[src/rtl/gpu_mem_arbiter.sv]
// Round-robin arbiter sharing one GPU memory port between the controller (port 0)
// and the core (port 1), with registered req/ack handshakes and an optional timeout.
module gpu_mem_arbiter #(
  parameter int addr_width     = 32,
  parameter int data_width     = 32,
  parameter int TIMEOUT_CYCLES = 64
) (
  input  logic                  clk,
  input  logic                  rst,
  // controller port (port 0)
  input  logic                  c_req,
  input  logic                  c_wr,
  input  logic [addr_width-1:0] c_addr,
  input  logic [data_width-1:0] c_wr_data,
  output logic                  c_ack,
  output logic                  c_err,
  output logic [data_width-1:0] c_rd_data,
  // core port (port 1)
  input  logic                  k_req,
  input  logic                  k_wr,
  input  logic [addr_width-1:0] k_addr,
  input  logic [data_width-1:0] k_wr_data,
  output logic                  k_ack,
  output logic                  k_err,
  output logic [data_width-1:0] k_rd_data,
  // memory side
  output logic                  mem_req,
  output logic                  mem_wr,
  output logic [addr_width-1:0] mem_addr,
  output logic [data_width-1:0] mem_wr_data,
  input  logic                  mem_ack,
  input  logic [data_width-1:0] mem_rd_data
);

  localparam int CNT_W = (TIMEOUT_CYCLES > 0) ? $clog2(TIMEOUT_CYCLES + 1) : 1;
  localparam logic [CNT_W-1:0] TMO_LAST =
    (TIMEOUT_CYCLES > 0) ? CNT_W'(TIMEOUT_CYCLES - 1) : '0;

  typedef enum logic [1:0] {IDLE, BUSY, RESP} state_t;

  state_t           state, state_next;
  logic             last_grant;
  logic [CNT_W-1:0] cnt;
  logic             grant_valid;
  logic             grant_port;
  logic             done;
  logic             tmo;

  // NOTE: every signal driven here gets a default first so no path leaves it
  // unassigned, which would otherwise infer a latch.
  always_comb begin
    state_next  = state;
    grant_valid = c_req | k_req;
    // Contention goes to the port that did not win last time; otherwise the lone requester.
    grant_port  = (c_req && k_req) ? ~last_grant : k_req;
    done        = (state == BUSY) && mem_ack;
    tmo         = (state == BUSY) && !mem_ack && (TIMEOUT_CYCLES != 0) && (cnt == TMO_LAST);
    case (state)
      IDLE:    if (grant_valid) state_next = BUSY;
      BUSY:    if (done || tmo) state_next = RESP;
      RESP:    state_next = IDLE;
      default: state_next = IDLE;
    endcase
  end

  // NOTE: sequential state uses non-blocking assignments so all registers
  // update together from values sampled before the edge.
  always_ff @(posedge clk or posedge rst) begin
    if (rst) state <= IDLE;
    else     state <= state_next;
  end

  always_ff @(posedge clk or posedge rst) begin
    if (rst) begin
      last_grant  <= 1'b1;
      cnt         <= '0;
      mem_req     <= 1'b0;
      mem_wr      <= 1'b0;
      mem_addr    <= '0;
      mem_wr_data <= '0;
      c_ack       <= 1'b0;
      c_err       <= 1'b0;
      c_rd_data   <= '0;
      k_ack       <= 1'b0;
      k_err       <= 1'b0;
      k_rd_data   <= '0;
    end else begin
      c_ack <= 1'b0;
      c_err <= 1'b0;
      k_ack <= 1'b0;
      k_err <= 1'b0;
      case (state)
        IDLE: begin
          if (grant_valid) begin
            mem_req     <= 1'b1;
            mem_wr      <= grant_port ? k_wr      : c_wr;
            mem_addr    <= grant_port ? k_addr    : c_addr;
            mem_wr_data <= grant_port ? k_wr_data : c_wr_data;
            last_grant  <= grant_port;
            cnt         <= '0;
          end
        end
        BUSY: begin
          if (done || tmo) begin
            mem_req <= 1'b0;
            // last_grant names the current winner for the whole transaction.
            if (last_grant) begin
              k_ack     <= 1'b1;
              k_err     <= tmo;
              k_rd_data <= (done && !mem_wr) ? mem_rd_data : '0;
            end else begin
              c_ack     <= 1'b1;
              c_err     <= tmo;
              c_rd_data <= (done && !mem_wr) ? mem_rd_data : '0;
            end
          end else if (cnt != {CNT_W{1'b1}}) begin
            cnt <= cnt + 1'b1;
          end
        end
        default: ;
      endcase
    end
  end

endmodule

[config.mk]
export PLATFORM = sky130hd
export DESIGN_NAME = gpu_mem_arbiter
export DESIGN_NICKNAME = d
export VERILOG_FILES = /design/src/rtl/gpu_mem_arbiter.sv
export SDC_FILE = /design/constraint.sdc
export NUM_CORES = 1
export LEC_CHECK = 0
export CORE_MARGIN = 5
export CORE_UTILIZATION = 38
export CTS_BUF_LIST = sky130_fd_sc_hd__clkbuf_8
export CTS_CLUSTER_DIAMETER = 100
export DETAILED_ROUTE_END_ITERATION = 10
export PLACE_DENSITY_LB_ADDON = 0.08
export SLEW_MARGIN = 20
export SYNTH_ARGS = -nofsm -noshare
export SYNTH_HDL_FRONTEND = slang
export SYNTH_SLANG_ARGS = --single-unit
[constraint.sdc]
create_clock -name clk -period 5.1 [get_ports clk]
set_input_delay 1.02 -clock clk [delete_from_list [all_inputs] [get_ports clk]]
set_output_delay 1.02 -clock clk [all_outputs]
set_load 0.005 [all_outputs]
==> flow_summary.json, run 1 <==
{
  "outcome": "completed",
  "synth_cell_types": 40,
  "layout.cells.most_common_list": "clkdlybuf4s50_1 (300), dfrtp_1 (143), nand2_1 (71)",
  "routed_via_density": 5.01,
  "cp-start-kind": "flop",
  "vert_die_dim_um": 137,
  "internal_power_mw": 3.59,
  "vdd_drop_max_mv": 0.206,
  "cp_slowest_cell": "clkdlybuf4s50_1",
  "layout.core_utilization_pct": 61.4,
  "max-cap-violations": 0,
  "final_worst_clock_skew_ns": 0.00756,
  "layout_min_cycle_time_ns": 2.62,
  "comb_power_share_pct": 43.5,
  "setup.worst_path.start": "mem_wr",
  "hold_viol": 0,
  "ys_ff_latch": 144,
  "most_common_cell_after_layout_fill_and_taps_aside": "clkdlybuf4s50_1",
  "critical_path.max_fanout": 10,
  "synth.net_count": 672,
  "first_pass_grt_wire_length_um": 28500,
  "cp_data_required_time_ns": 4.08,
  "cts_repair_resize_count": 0,
  "total_drc_errors_in_the_routed_layout": 0,
  "first_pass_iters": 6,
  "timing.slew.headroom_pct": 35.4,
  "arrival_ns": 1.60,
  "drt_wl_total_um": 18500,
  "grt_overflow": 0,
  "worst-slew-pin-transition_ns": 0.965,
  "swShare_pct": 31.9,
  "worstSetupPathType": "flop to output pin",
  "hold_buffers": 0,
  "fillCellCount": 1254,
  "grt_setup_unrepaired": "false",
  "timing.critical_path.to_type": "output pin",
  "floorplan.initialDensity_pct": 38.7,
  "clock_tree_from_tritoncts": "built",
  "antenna_cells_inserted": 0,
  "cts_buffer_depth": 2,
  "place_hpwl_um": 14000,
  "final.setup.tns_ns": 0,
  "die_area_um2": 18800,
  "synth_seq_area_share_pct": 58.8,
  "slew_viol_final": 0,
  "grt_start_max_net_pins": 115,
  "timing.hold.worst.start": "mem_addr[17]",
  "hold_path.class": "flop to flop",
  "slowest_delay_ns": 0.61,
  "detailedRoute.firstIterationViolations": 180,
  "insertion_delay_to_the_later_sink_of_the_worst_skew_pair_ns": 0.43,
  "synth_area_um2": 6130,
  "reg2reg_from": "state[1]",
  "cts_setup_buffers": 0,
  "antenna_found_initial": 0,
  "antenna_left": 0,
  "cts_num_sinks": 144,
  "cells_after_synthesis": 504,
  "global_route.usage.total_pct": 19.5,
  "ys_warn_count": 0,
  "grt_pass1_vias": 5333,
  "synthesized_area_per_cell_um2": 12.2,
  "routedWlPerCell_um": 18.3,
  "core_region_area_um2": 15800,
  "weighted_congestion_reported_at_the_end_of_routability_driven_placement": 0.777,
  "critical_path.top_delay_family": "buffers and inverters",
  "layout-area-overhead-vs-synth_pct": 58.5,
  "drive_gt1_share_pct": 6.50,
  "io_pins": 301,
  "cts_htree_levels": 4,
  "timing.final.setup_violations": 0,
  "via_count": 5087,
  "power.clock.fraction_pct": 19.2,
  "powerDensity_nw_per_um2": 543,
  "max_freq_mhz": 382,
  "buffer_type_at_the_clock_tree_root": "clkbuf_8",
  "finalCritPeriodShare_pct": 51.4,
  "worstPathBufferInverterCount": 1,
  "die_width_um": 137,
  "clkTransAtPathRegs_ns": 0.08,
  "critical_path.cell_chain": "clkdlybuf4s50_1",
  "p_sw_mw": 1.68,
  "total_clock_buffers_created_by_cts": 17,
  "num_rows": 46,
  "port_buffers": 300,
  "power_leakage_nw": 4.12,
  "relative_contribution_of_sequential_cells_to_total_power_pct": 37.2,
  "finish.net_count": 956
}
## cell families after synthesis
group                      Yosys count  share of synthesized area [%]
AOI/OAI and AO/OA                  145                           18.0
DFF                                144                           58.8
and+or+nand+nor                    101                           7.72
muxes                               67                           11.0
buffers and inverters               45                           4.12
xor gates and xnor gates             1                          0.143
adders and majority gates            1                          0.204
## flip-flops by register name, indices dropped and copies added, names as in the netlist, 2 cells and up
signal	flops
mem_wr_data	32
mem_addr	32
c_rd_data	32
state	2
k_rd_data	32
cnt	7
## cell usage after synthesis
cell type / n / share of area (%)
and2_1: 1 / 0.10
o21ai_0: 29 / 2.4
buf_4: 6 / 0.73
buf_2: 13 / 1.1
ha_1: 1 / 0.20
nor3_1: 2 / 0.16
a21boi_2: 1 / 0.18
o21ai_1: 39 / 3.2
o2bb2ai_1: 10 / 1.4
buf_6: 6 / 1.1
o22ai_1: 1 / 0.10
nor2_4: 1 / 0.18
nor2_1: 6 / 0.37
dfstp_2: 1 / 0.43
clkbuf_1: 13 / 0.80
inv_2: 1 / 0.061
nor4_1: 2 / 0.20
inv_1: 4 / 0.24
dfrtp_1: 143 / 58
a21oi_1: 2 / 0.16
nand3_2: 1 / 0.16
o22a_1: 1 / 0.14
xor2_1: 1 / 0.14
nand3_1: 3 / 0.24
o21a_1: 1 / 0.12
or3_2: 1 / 0.12
mux2i_1: 66 / 11
nor2b_1: 1 / 0.10
a31oi_4: 1 / 0.35
nand2b_1: 8 / 0.82
nor2_8: 1 / 0.33
or3b_4: 1 / 0.18
o21ai_4: 2 / 0.53
nor3_4: 1 / 0.27
nand2_1: 71 / 4.3
buf_1: 2 / 0.12
mux2_2: 1 / 0.18
and3_2: 1 / 0.12
o21ai_2: 1 / 0.14
a32o_1: 57 / 9.3
## final timing paths
path | slack [ns] | to | cells after the start
hold reg to reg | 0.49 | mem_addr[17] | 2
hold / removal | 0.49 | mem_addr[17] | 2
max in group asynchronous | 3.05 | k_rd_data[25] | 3
min in group asynchronous | 1.13 | k_rd_data[23] | 2
setup / recovery | 2.48 | mem_wr | 1
setup reg to reg | 2.61 | c_rd_data[15] | 4
## routing by layer
metal	GRT usage, %	vias up	share of wire (%)
met2	32.8	211	49
met5	0	-	0
met4	6.15	0	1.8
met1	23.5	2435	39
li1	-	2421	-
met3	7.06	20	10
## cell type report
cell class,instances,area (µm²),area share [%]
clock buffers,19,262,2.69
clock inverters,12,190,1.96
inverters,5,26.3,0.271
multi-input cells,315,2290,23.6
flip-flops and latches,144,3600,37.1
well taps,216,270,2.78
repair buffers,305,3070,31.6
## through the flow
step / power [mW] / instances / cell area [µm²] / worst slack, ns / hold slack (ns)
floorplan: 2.92 / 504 / 6130 / 0.215 / 0.473
CTS: 5.34 / 1015 / 9690 / 2.21 / 0.486
finish: 5.27 / 1016 / 9710 / 2.48 / 0.485
global placement: 4.25 / 984 / 9240 / 1.90 / 0.462
global route: 5.64 / 1016 / 9710 / 2.38 / 0.507
detailed placement: 4.31 / 984 / 9240 / 1.76 / 0.469
## power groups by stage
stage / logic [mW] / clock network (mW) / registers (mW)
finish: 2.30 / 1.02 / 1.96
global route: 2.51 / 1.09 / 2.04
floorplan: 0.932 / 0 / 1.98
global placement: 2.29 / 0 / 1.96
CTS: 2.34 / 1.04 / 1.97
detailed placement: 2.33 / 0 / 1.98
Power figures use the tool's default switching activity.
==> run 2, diff against run 1 <==
--- a/config.mk
+++ b/config.mk
@@ -6,7 +6,7 @@
 export NUM_CORES = 1
 export LEC_CHECK = 0
 export CORE_MARGIN = 5
-export CORE_UTILIZATION = 38
+export CORE_UTILIZATION = 42
 export CTS_BUF_LIST = sky130_fd_sc_hd__clkbuf_8
 export CTS_CLUSTER_DIAMETER = 100
 export DETAILED_ROUTE_END_ITERATION = 10
==> constraint.sdc (replaced) <==
create_clock -name clk -period 2.5 [get_ports clk]
set_input_delay 0.5 -clock clk [delete_from_list [all_inputs] [get_ports clk]]
set_output_delay 0.5 -clock clk [all_outputs]
set_load 0.005 [all_outputs]
==> run 2 against run 1 <==
Clock power rose by 120%. Sequential power up 100%. Die area is 8.8% lower. Cell area up 1.6%. Clock-buffer cell count is 1 higher. Global-route usage increased by 2.6 points. Hold slack is essentially flat. First-iteration DRC count grew 59%. Non-clock buffer count up 13. Sequential share of layout area shrank 0.59 points. Largest power group unchanged. Critical endpoint is now k_rd_data[18]. Combinational power up 110%. Register-to-register slack got worse by 2.0 ns.
==> flow_summary.json, run 2 (synthesis gave the netlist of run 1 again) <==
{
  "cp-start-kind": "flop",
  "ff_latch_area_um2": 3600,
  "grt_overflow": 0,
  "io_pins": 301,
  "reg2reg_setup_slack_ns": 0.58,
  "worstSetupPathType": "flop to flop",
  "die_area_um2": 17100,
  "clock_tree_from_tritoncts": "built",
  "max-cap-violations": 0,
  "total_drc_errors_in_the_routed_layout": 0,
  "die_width_um": 131,
  "timing.slew.headroom_pct": 62.5,
  "antenna_found_initial": 1,
  "fillCellCount": 1089,
  "clkTransAtPathRegs_ns": 0.07,
  "most_common_cell_after_layout_fill_and_taps_aside": "clkdlybuf4s50_1",
  "final_worst_clock_skew_ns": 0.00770,
  "multi_input_area_um2": 2290,
  "routed_via_density": 5.23,
  "vert_die_dim_um": 131,
  "hold_viol": 0,
  "finish.net_count": 969,
  "antenna_left": 0,
  "first_pass_iters": 4,
  "vdd_drop_max_mv": 0.457,
  "layout.core_utilization_pct": 68.4,
  "layout.cells.most_common_list": "clkdlybuf4s50_1 (300), dfrtp_1 (143), nand2_1 (71)",
  "port_buffers": 300,
  "outcome": "completed",
  "timing.final.setup_violations": 0,
  "num_rows": 44,
  "cts_buffer_depth": 2,
  "total_clock_buffers_created_by_cts": 17,
  "floorplan.initialDensity_pct": 42.5,
  "finalCritPeriodShare_pct": 76.7,
  "detailedRoute.firstIterationViolations": 286,
  "critical_path.max_fanout": 14,
  "worst-slew-pin-transition_ns": 0.563,
  "arrival_ns": 2.28,
  "routedWlPerCell_um": 18.9,
  "global_route.usage.total_pct": 22.1,
  "layout-area-overhead-vs-synth_pct": 61.0,
  "slew_viol_final": 0,
  "hold_path.class": "flop to flop",
  "grt_start_max_net_pins": 82,
  "layout_min_cycle_time_ns": 1.92,
  "cts_repair_resize_count": 0,
  "powerDensity_nw_per_um2": 1110,
  "final.setup.tns_ns": 0,
  "timing.critical_path.to_type": "flop",
  "drive_gt1_share_pct": 8.11,
  "drt_wl_total_um": 18900,
  "first_pass_grt_wire_length_um": 29000,
  "cts_num_sinks": 144,
  "max_freq_mhz": 522,
  "cts_setup_buffers": 0,
  "core_region_area_um2": 14400,
  "place_hpwl_um": 14200,
  "grt_pass1_vias": 5495,
  "buffer_type_at_the_clock_tree_root": "clkbuf_8",
  "weighted_congestion_reported_at_the_end_of_routability_driven_placement": 0.819,
  "hold_buffers": 0,
  "cp_data_required_time_ns": 2.86,
  "grt_setup_unrepaired": "false",
  "via_count": 5231,
  "cts_htree_levels": 4,
  "insertion_delay_to_the_later_sink_of_the_worst_skew_pair_ns": 0.45,
  "power_leakage_nw": 4.22
}
-- run 2: area by class of cell --
cell class | instances | share of cell area (%)
sequential | 144 | 36.5
timing repair buffer | 318 | 32.7
multi-input combinational | 315 | 23.2
clock buffer | 20 | 2.79
tap | 184 | 2.33
clock inverter | 12 | 2.14
inverter | 5 | 0.228
antenna | 2 | 0.0507
-- run 2: metrics by stage --
stage / power, mW / setup slack (ns) / instances / area, µm² / hold WS [ns]
floorplan: 5.95 / 0.196 / 504 / 6130 / 0.473
global placement: 8.75 / 0.328 / 966 / 9380 / 0.461
detailed placement: 8.88 / 0.271 / 966 / 9380 / 0.473
CTS: 11.1 / 0.571 / 998 / 9860 / 0.492
global route: 11.7 / 0.448 / 998 / 9860 / 0.511
finish: 11.0 / 0.583 / 1000 / 9870 / 0.485
-- run 2: layer usage --
| layer | up-vias | wire length [µm] | GRT usage (%) |
|---|---|---|---|
| met4 | 0 | 598 | 9.07 |
| met3 | 41 | 1920 | 8.94 |
| met5 | - | 0 | 0 |
| li1 | 2446 | - | - |
| met2 | 251 | 9590 | 37.4 |
| met1 | 2493 | 6810 | 24.8 |
-- run 2: final timing paths --
check	start	end	cells past startpoint
setup / recovery	state[1]	k_rd_data[18]	5
hold reg to reg	mem_wr_data[7]	mem_wr_data[7]	2
max in group asynchronous	rst	mem_wr_data[12]	3
min in group asynchronous	rst	c_ack	3
setup reg to reg	state[1]	k_rd_data[18]	5
hold / removal	mem_wr_data[7]	mem_wr_data[7]	2
-- run 2: where the power goes --
group	internal, mW	switching [mW]	total [mW]
registers	3.37	0.617	3.99
clock network	1.36	0.852	2.21
logic	2.81	1.98	4.79
total	7.54	3.45	11.0
-- run 2: critical path: stages, from the launching register on --
cell	delay, ns
dfrtp_1	0.39
nand2b_1	0.39
nor2_8	0.35
buf_4	0.27
nand2_1	0.20
o2bb2ai_1	0.22
